`src/rtl/fmac_seq_ctrl_if.sv`:
```
// Handshake and control bundle between the MAC issue sequencer and its user.
// master = job owner / operand source / result consumer, slave = sequencer.
interface fmac_seq_ctrl_if #(
   parameter int STAGES = 4,
   parameter int CNT_W  = 16
);
   logic              start;
   logic [CNT_W-1:0]  len;
   logic              clr_acc;
   logic              abort;
   logic              in_valid;
   logic              in_ready;
   logic [STAGES-1:0] stage_en;
   logic              acc_clr;
   logic              acc_we;
   logic              out_valid;
   logic              out_ready;
   logic              busy;
   logic              done;
   logic [CNT_W-1:0]  op_count;

   modport master (
      output start, len, clr_acc, abort, in_valid, out_ready,
      input  in_ready, stage_en, acc_clr, acc_we, out_valid, busy, done, op_count
   );

   modport slave (
      input  start, len, clr_acc, abort, in_valid, out_ready,
      output in_ready, stage_en, acc_clr, acc_we, out_valid, busy, done, op_count
   );
endinterface

```
`src/rtl/fmac_seq_ctrl.sv`:
```
// Issue sequencer for the FP MAC pipeline: one operand pair per STAGES cycles,
// per-stage enables from a valid shift register, job counting and result handshake.
module fmac_seq_ctrl #(
   parameter int STAGES = 4,
   parameter int CNT_W  = 16
) (
   input  logic                 clock,
   input  logic                 resetn,
   fmac_seq_ctrl_if.slave       bus
);
   typedef enum logic [1:0] {IDLE, RUN, DRAIN, RESULT} state_t;

   state_t            state_q;
   logic [STAGES-1:0] vpipe_q;
   logic [CNT_W-1:0]  len_q;
   logic [CNT_W-1:0]  op_cnt_q;
   logic              acc_clr_q;
   logic              out_valid_q;
   logic              done_q;
   logic              in_ready;
   logic              accept;

   // Only the last stage may be occupied when issuing, so the accumulator
   // write-back of the previous op lands before the next op reads it.
   assign in_ready = (state_q == RUN) && (vpipe_q[STAGES-2:0] == '0) && (op_cnt_q < len_q);
   assign accept   = bus.in_valid && in_ready;

   always_ff @(posedge clock or negedge resetn) begin
      if (!resetn) begin
         state_q     <= IDLE;
         vpipe_q     <= '0;
         len_q       <= '0;
         op_cnt_q    <= '0;
         acc_clr_q   <= 1'b0;
         out_valid_q <= 1'b0;
         done_q      <= 1'b0;
      end else begin
         acc_clr_q <= 1'b0;
         done_q    <= 1'b0;
         if (bus.abort) begin
            state_q     <= IDLE;
            vpipe_q     <= '0;
            out_valid_q <= 1'b0;
         end else begin
            vpipe_q <= {vpipe_q[STAGES-2:0], accept};
            case (state_q)
               IDLE: begin
                  if (bus.start) begin
                     len_q       <= bus.len;
                     op_cnt_q    <= '0;
                     acc_clr_q   <= bus.clr_acc;
                     // An empty job goes straight to presenting the accumulator.
                     state_q     <= (bus.len != '0) ? RUN : RESULT;
                     out_valid_q <= (bus.len == '0);
                  end
               end
               RUN: begin
                  if (accept) begin
                     op_cnt_q <= op_cnt_q + CNT_W'(1);
                     if (op_cnt_q + CNT_W'(1) == len_q) state_q <= DRAIN;
                  end
               end
               DRAIN: begin
                  if (vpipe_q == '0) begin
                     state_q     <= RESULT;
                     out_valid_q <= 1'b1;
                  end
               end
               RESULT: begin
                  if (bus.out_ready) begin
                     state_q     <= IDLE;
                     out_valid_q <= 1'b0;
                     done_q      <= 1'b1;
                  end
               end
               default: state_q <= IDLE;
            endcase
         end
      end
   end

   assign bus.in_ready  = in_ready;
   assign bus.stage_en  = vpipe_q;
   assign bus.acc_we    = vpipe_q[STAGES-1];
   assign bus.acc_clr   = acc_clr_q;
   assign bus.out_valid = out_valid_q;
   assign bus.busy      = (state_q != IDLE);
   assign bus.done      = done_q;
   assign bus.op_count  = op_cnt_q;
endmodule

```
`src/flat_wrapper.sv`:
```
// flat-port wrapper written by rule: the top's interface ports become plain ports
module fmac_seq_ctrl_flat 
#(
   parameter int STAGES = 4,
   parameter int CNT_W  = 16
)
  (clock, resetn, bus_start, bus_len, bus_clr_acc, bus_abort, bus_in_valid, bus_out_ready, bus_in_ready, bus_stage_en, bus_acc_clr, bus_acc_we, bus_out_valid, bus_busy, bus_done, bus_op_count);
  fmac_seq_ctrl_if #(.STAGES(STAGES), .CNT_W(CNT_W)) bus_i ();
  input  logic clock;
  input  logic resetn;
  input wire logic [$bits(bus_i.start)-1:0] bus_start;
  input wire logic [$bits(bus_i.len)-1:0] bus_len;
  input wire logic [$bits(bus_i.clr_acc)-1:0] bus_clr_acc;
  input wire logic [$bits(bus_i.abort)-1:0] bus_abort;
  input wire logic [$bits(bus_i.in_valid)-1:0] bus_in_valid;
  input wire logic [$bits(bus_i.out_ready)-1:0] bus_out_ready;
  output wire logic [$bits(bus_i.in_ready)-1:0] bus_in_ready;
  output wire logic [$bits(bus_i.stage_en)-1:0] bus_stage_en;
  output wire logic [$bits(bus_i.acc_clr)-1:0] bus_acc_clr;
  output wire logic [$bits(bus_i.acc_we)-1:0] bus_acc_we;
  output wire logic [$bits(bus_i.out_valid)-1:0] bus_out_valid;
  output wire logic [$bits(bus_i.busy)-1:0] bus_busy;
  output wire logic [$bits(bus_i.done)-1:0] bus_done;
  output wire logic [$bits(bus_i.op_count)-1:0] bus_op_count;
  assign bus_i.start = bus_start;
  assign bus_i.len = bus_len;
  assign bus_i.clr_acc = bus_clr_acc;
  assign bus_i.abort = bus_abort;
  assign bus_i.in_valid = bus_in_valid;
  assign bus_i.out_ready = bus_out_ready;
  assign bus_in_ready = bus_i.in_ready;
  assign bus_stage_en = bus_i.stage_en;
  assign bus_acc_clr = bus_i.acc_clr;
  assign bus_acc_we = bus_i.acc_we;
  assign bus_out_valid = bus_i.out_valid;
  assign bus_busy = bus_i.busy;
  assign bus_done = bus_i.done;
  assign bus_op_count = bus_i.op_count;
  fmac_seq_ctrl #(.STAGES(STAGES), .CNT_W(CNT_W)) u_core (.clock(clock), .resetn(resetn), .bus(bus_i));
endmodule
```
`config.mk`:
```
export PLATFORM = sky130hd
export DESIGN_NAME = fmac_seq_ctrl_flat
export DESIGN_NICKNAME = d
export VERILOG_FILES = /design/src/rtl/fmac_seq_ctrl_if.sv /design/src/rtl/fmac_seq_ctrl.sv /design/src/flat_wrapper.sv
export SDC_FILE = /design/constraint.sdc
export NUM_CORES = 1
export LEC_CHECK = 0
export CAP_MARGIN = 10
export CORE_MARGIN = 2
export CORE_UTILIZATION = 48
export CTS_BUF_LIST = sky130_fd_sc_hd__clkbuf_16
export CTS_CLUSTER_SIZE = 14
export DETAILED_ROUTE_END_ITERATION = 8
export PLACE_DENSITY_LB_ADDON = 0.15
export SKIP_CTS_REPAIR_TIMING = 1
export SKIP_LAST_GASP = 1
export SLEW_MARGIN = 20
export SYNTH_ARGS = -nofsm -noshare
export SYNTH_HDL_FRONTEND = slang
export SYNTH_SLANG_ARGS = --single-unit
export TNS_END_PERCENT = 50
```
`constraint.sdc`:
```
create_clock -name clock -period 2.3 [get_ports clock]
set_input_delay 0.46 -clock clock [delete_from_list [all_inputs] [get_ports clock]]
set_output_delay 0.46 -clock clock [all_outputs]
set_load 0.01 [all_outputs]
```
==> flow_summary.yaml, run 1 <==
synth:
  syn_avg_cell_area_um2: 9.38
  ys_types: 48
  synth_compound_area_share_pct: 16.4
  synth-seq-cells: 41
  syn_area_um2: 2800
  synth-adder-area-share_pct: 9.37
  synth_flop_cell: "dfrtp_1"
  ys_seq_area_share_pct: 36.6
  synthCells: 299
  yosys.area_share.simple_pct: 17.1
  synth-edff-count: 0
  syn_nets: 343
  synth_top_family_by_area: "simple AND/OR/NAND/NOR gates"
  ys_warn_count: 0
  synthXorXnorAreaFrac_pct: 6.25
  synth-async-reset-ratio_pct: 100
  muxShareOfSynthArea_pct: 8.21
worst_setup_path:
  crit_cells: 8
  path_max_fanout: 9
  slowest_delay_ps: 410
  path_cells: "buf_4 > nand4_1 > o31a_1 > nor3_1 > o31ai_1 > and4_1 > a32oi_2 > mux2i_1"
  path_buf_inv: 1
  cp_slowest_cell: "dfrtp_1"
  r2r_end: "u_core.state_q[1]"
  worstSetupPathType: "flip-flop to flip-flop"
  rrSetupSlack_ps: -180
  critical_path_required_ps: 2510
  path_delay_family: "compound AO/OA/AOI/OAI gates"
  rr_startpoint: "u_core.bus.op_count[5]"
  crit_path_end_kind: "flip-flop"
  start_kind: "flip-flop"
  reg2reg_depth: 8
  cp.arrival_ps: 2690
grt:
  grt.total_usage_pct: 28.0
  grt_max_degree: 42
  grt_pass1_wl_um: 13700
  antenna_found_initial: 0
  grt_pass1_vias: 2704
  overflow: 0
drt:
  routedWlPerCell_um: 19.7
  totalWireLength_um: 9650
  drc_errors: 0
  final_antenna_net_count: 0
  vias_per_cell: 6.00
  dr.pass1.iters: 6
  first_iter_violations: 296
  vias: 2946
cells_and_area:
  regArea_um2: 1030
  fill_cells: 346
  final_cells: 491
  multi_input_area_um2: 1930
  syn_to_final_growth_pct: 57.6
  drive_gt1_share_pct: 34.1
  stdcell_area_um2: 4420
  antennaDiodeCount: 0
  final_net_count: 462
cts:
  cts_tree: "done"
  worstSkewPairLatency_ps: 290
  clock_sinks: 41
  clk_pin_slew_ps: 60
  cts-root-buf: "clkbuf_16"
  cts-htree-levels: 2
  clk_path_buf_depth: 2
  cts_buffers: 5
timing:
  setup-tns-final_ps: -1790
  worstMarginPinSlew_ps: 534
  fmax_mhz: 402
  setup_violations: 19
  fin_worst_skew_ps: 5.76
  fin_hold_ws_ps: 226
  fin_crit_sh_pct: 108
  slew_violations: 0
  fin_ws_ps: -185
  rsz0062_at_grt: "true"
  period_minus_slack_ps: 2480
  hold_viol: 0
  slew_headroom_pct: 64.4
floorplanning:
  rows: 27
  fp.dieW_um: 80.4
  io-pin-count: 49
  initial_core_util_pct: 50.3
  dieArea_um2: 6470
  core_area_um2: 5570
  die_h_um: 80.4
placed_design:
  placed_area_um2: 3890
  globalplace.congestion: 0.876
  dpl.hpwl_um: 6490
  io_buffers: 48
  dp_cells: 479
pwr:
  power_density_nw_per_um2: 877
  ir_drop_v: 0.000585
  p_total_mw: 3.88
  leakage_nw: 2.08
run_status:
  status: "finished with violations"
  violations: "negative setup slack"
run:
  maxCapViolCount: 0
hold_path:
  hp-class: "input port to asynchronous set/reset pin"
==> power by group <==
part	switching (mW)	internal (mW)
clock	0.306	0.514
sequential	0.118	0.888
combinational	1.06	0.994
total	1.48	2.40
==> how the worst max path moves through the flow <==
| stage | start | to | slack [ps] |
|---|---|---|---|
| after global routing | u_core.bus.op_count[5] | u_core.state_q[0] | -290 |
| after global placement | bus_out_ready | u_core.state_q[1] | -270 |
| after CTS | u_core.bus.op_count[7] | bus_in_ready | -540 |
| after floorplan | u_core.bus.op_count[0] | u_core.state_q[0] | -20 |
| final | u_core.bus.op_count[5] | u_core.state_q[1] | -180 |
| after detailed placement | bus_out_ready | u_core.state_q[1] | -320 |
==> through the flow <==
step | worst slack (ps) | util (%)
finish | -185 | 79.3
detailed placement | -317 | 69.8
floorplan | -24.4 | -
global placement | -269 | 69.8
global route | -288 | 79.3
CTS | -536 | 72.9
==> kinds of logic (layout without fill, tap and decap cells) <==
group,Yosys count,after routing
mux,21,21
buf+inv,40,160
compound gates,69,69
flops,41,41
simple gates,87,87
xor+xnor,20,20
fa+ha+maj,21,21
==> placed cells by master, fill, tap and decap left out, types with 3 or more instances in the layout <==
cell type and count:
ha_1 18, a22o_1 3, o31ai_4 4, buf_6 3, dfrtp_1 41, nand3_2 3, nor2_1 17, nand2_1 14
xnor2_1 10, and2_1 3, and3_1 4, o31ai_1 3, clkdlybuf4s50_1 46, nand3_1 6, a21oi_1 10, xor2_1 10
nor4_1 7, nand4_1 12, o211ai_1 3, mux2i_1 5, inv_1 23, o21ai_4 6, o21ai_0 12, clkbuf_16 5
nor2b_1 5, a31oi_1 3, mux2_2 16, o41ai_4 3, and4_1 3, buf_4 73
==> metal layers <==
metal | global-route usage [%] | routed length (um) | vias to the layer above | part of all wire, %
li1 | - | - | 1335 | -
met1 | 39.0 | 3920 | 1415 | 41
met2 | 45.7 | 4770 | 160 | 49
met3 | 4.27 | 698 | 36 | 7.2
met4 | 7.12 | 260 | 0 | 2.7
met5 | 0 | 0 | - | 0
==> synth_stat cells (3+ instances only) <==
cell type,count,area [um2]
a211oi_1,3,22.5
a21oi_1,11,55.1
a22o_1,3,26.3
a31oi_1,3,18.8
and2_1,3,18.8
and3_1,5,31.3
and4_1,4,35.0
buf_4,4,30.0
clkbuf_1,9,33.8
dfrtp_1,41,1030
ha_1,21,263
inv_1,23,86.3
mux2_2,16,180
mux2i_1,5,50.1
nand2_1,14,52.6
nand3_1,9,45.0
nand4_1,12,75.1
nor2_1,17,63.8
nor2b_1,5,31.3
nor4_1,8,50.1
o211ai_1,3,22.5
o21ai_0,20,100
o31ai_1,9,67.6
o41ai_1,3,26.3
xnor2_1,10,87.6
xor2_1,10,87.6
==> registers in the layout (all words and copies together) (netlist names) <==
signal / count
u_core.bus.acc_clr: 1
u_core.bus.done: 1
u_core.bus.op_count: 16
u_core.bus.out_valid: 1
u_core.bus.stage_en: 4
u_core.len_q: 16
u_core.state_q: 2
==> final cells by class <==
| class | count | area share (%) |
|---|---|---|
| clock inverter | 3 | 1.05 |
| multi-input combinational | 218 | 43.6 |
| inverter | 24 | 2.04 |
| tap | 72 | 2.04 |
| sequential | 41 | 23.2 |
| timing repair buffer | 128 | 25.2 |
| clock buffer | 5 | 2.83 |
Note: power is estimated with default switching activity, not from simulation.
==> run 2, diff against run 1 <==
--- a/config.mk
+++ b/config.mk
@@ -7,7 +7,7 @@
 export LEC_CHECK = 0
 export CAP_MARGIN = 10
 export CORE_MARGIN = 2
-export CORE_UTILIZATION = 48
+export CORE_UTILIZATION = 50
 export CTS_BUF_LIST = sky130_fd_sc_hd__clkbuf_16
 export CTS_CLUSTER_SIZE = 14
 export DETAILED_ROUTE_END_ITERATION = 8
==> constraint.sdc (replaced) <==
create_clock -name clock -period 2.5 [get_ports clock]
set_input_delay 0.5 -clock clock [delete_from_list [all_inputs] [get_ports clock]]
set_output_delay 0.5 -clock clock [all_outputs]
set_load 0.01 [all_outputs]
==> run 2 against run 1 <==
Sequential power decreased by 8%. The flow now finishes without violations. Total power decreased by 14%. Critical path depth increased by 1. Clock skew fell by 2.7 ps. Non-clock buffer count shrank 31. Core utilization down 6.6 points. Sequential cell count stayed put. Cell count decreased by 6.3%. Critical path type unchanged. Worst setup slack better by 190 ps.
==> flow_summary.yaml, run 2 (synthesized netlist as in run 1, its figures left out) <==
floorplanning:
  rows: 27
  core_area_um2: 5470
  dieArea_um2: 6220
  die_h_um: 78.9
  initial_core_util_pct: 51.2
  fp.dieW_um: 78.9
  io-pin-count: 49
placed_design:
  io_buffers: 48
  globalplace.congestion: 0.926
  placed_area_um2: 3620
  dpl.hpwl_um: 6070
  dp_slack_ps: -111
worst_setup_path:
  cp.arrival_ps: 2660
  rr_startpoint: "u_core.bus.op_count[0]"
  path_max_fanout: 7
  crit_path_end_kind: "flip-flop"
  worstSetupPathType: "flip-flop to flip-flop"
  start_kind: "flip-flop"
  startpoint: "u_core.bus.op_count[0]"
  critical_path_required_ps: 2660
cts:
  cts-root-buf: "clkbuf_16"
  cts_buffers: 5
  clk_path_buf_depth: 2
  clock_sinks: 41
  worstSkewPairLatency_ps: 280
  cts_tree: "done"
  clk_pin_slew_ps: 60
  cts-htree-levels: 2
run:
  maxCapViolCount: 0
drt:
  drc_errors: 0
  routedWlPerCell_um: 17.8
  totalWireLength_um: 8200
  vias_per_cell: 5.88
  vias: 2705
  final_antenna_net_count: 0
  first_iter_violations: 245
  dr.pass1.iters: 5
timing:
  slew_headroom_pct: 70.0
  rsz0062_at_grt: "true"
  fin_worst_skew_ps: 3.11
  worstMarginPinSlew_ps: 446
  slew_violations: 0
  fin_hold_ws_ps: 148
  fin_ws_ps: 5.59
  hold_viol: 0
  fmax_mhz: 401
  fin_crit_sh_pct: 99.8
  period_minus_slack_ps: 2490
  setup_violations: 0
grt:
  grt.total_usage_pct: 27.2
  antenna_found_initial: 0
  grt_pass1_wl_um: 12900
  grt_max_degree: 27
  overflow: 0
  grt_pass1_vias: 2638
  use_met2_pct: 43.4
  use_met3_pct: 4.55
  grt.busiest_layer: "met2"
  met1_usage_pct: 36.7
cells_and_area:
  stdcell_area_um2: 3980
  syn_to_final_growth_pct: 41.9
  antennaDiodeCount: 0
  final_net_count: 431
  final_common_cell: "buf_4"
  most-common-layout-cells: "buf_4 (47), clkdlybuf4s50_1 (46), dfrtp_1 (41)"
  drive_gt1_share_pct: 24.5
pwr:
  ir_drop_v: 0.000537
  leakage_nw: 1.81
  power_density_nw_per_um2: 837
run_status:
  status: "finished, final reports clean"
hold_path:
  hp-class: "input port to asynchronous set/reset pin"
==> run 2: cell types whose count changed in the layout (fill, tap and decap cells not counted), sizes merged <==
cell and delta:
buf -31, bufinv +1, clkbuf +1, clkinvlp -1, dlymetal6s2s -1
==> run 2: report_power, final <==
part / switching [mW] / leakage, nW / internal [mW]
clock: 0.258 / 0.0938 / 0.570
sequential: 0.108 / 0.534 / 0.818
combinational: 0.808 / 1.19 / 0.769
total: 1.17 / 1.81 / 2.16
==> run 2: path summary, 6_finish.rpt <==
path | to | slack [ps] | cells past startpoint
worst max register to register | u_core.state_q[0] | 6 | 9
worst max-delay path | u_core.state_q[0] | 6 | 9
worst min register to register | u_core.len_q[0] | 510 | 1
min in group clock | u_core.len_q[0] | 510 | 1
worst min-delay path | u_core.bus.op_count[7] | 150 | 1
max in group asynchronous | u_core.len_q[12] | 1650 | 2
==> run 2: layer usage <==
| layer | wire (um) | part of all wire (%) |
|---|---|---|
| met1 | 3520 | 43 |
| met3 | 640 | 7.8 |
| met5 | 0 | 0 |
| met2 | 3760 | 46 |
| met4 | 276 | 3.4 |
==> run 2: final cells by class <==
type,count,area [um2]
Clock buffer,5,125
Clock inverter,3,65.1
Fill cell,437,1500
Inverter,24,90.1
Multi-Input combinational cell,218,1740
Sequential cell,41,1030
Tap cell,72,90.1
Timing Repair Buffer,97,846
==> run 2: through the flow <==
stage / instances / TNS (ps) / utilization (%) / power (mW)
after global routing: 460 / -195 / 72.7 / 3.53
after detailed placement: 447 / -230 / 66.2 / 2.34
after floorplan: 299 / 0 / - / 1.75
after CTS: 455 / -922 / 69.6 / 3.19
final: 460 / 0 / 72.7 / 3.33
after global placement: 447 / -64.4 / 66.2 / 2.30
==> run 2: worst max-delay path, stage by stage, from the launching register on <==
cell	delay, ps
dfrtp_1	370
buf_4	160
ha_1	330
xor2_1	170
a211oi_1	280
o2111ai_1	200
nor4_2	250
and4_2	330
a32oi_4	140
mux2i_1	130
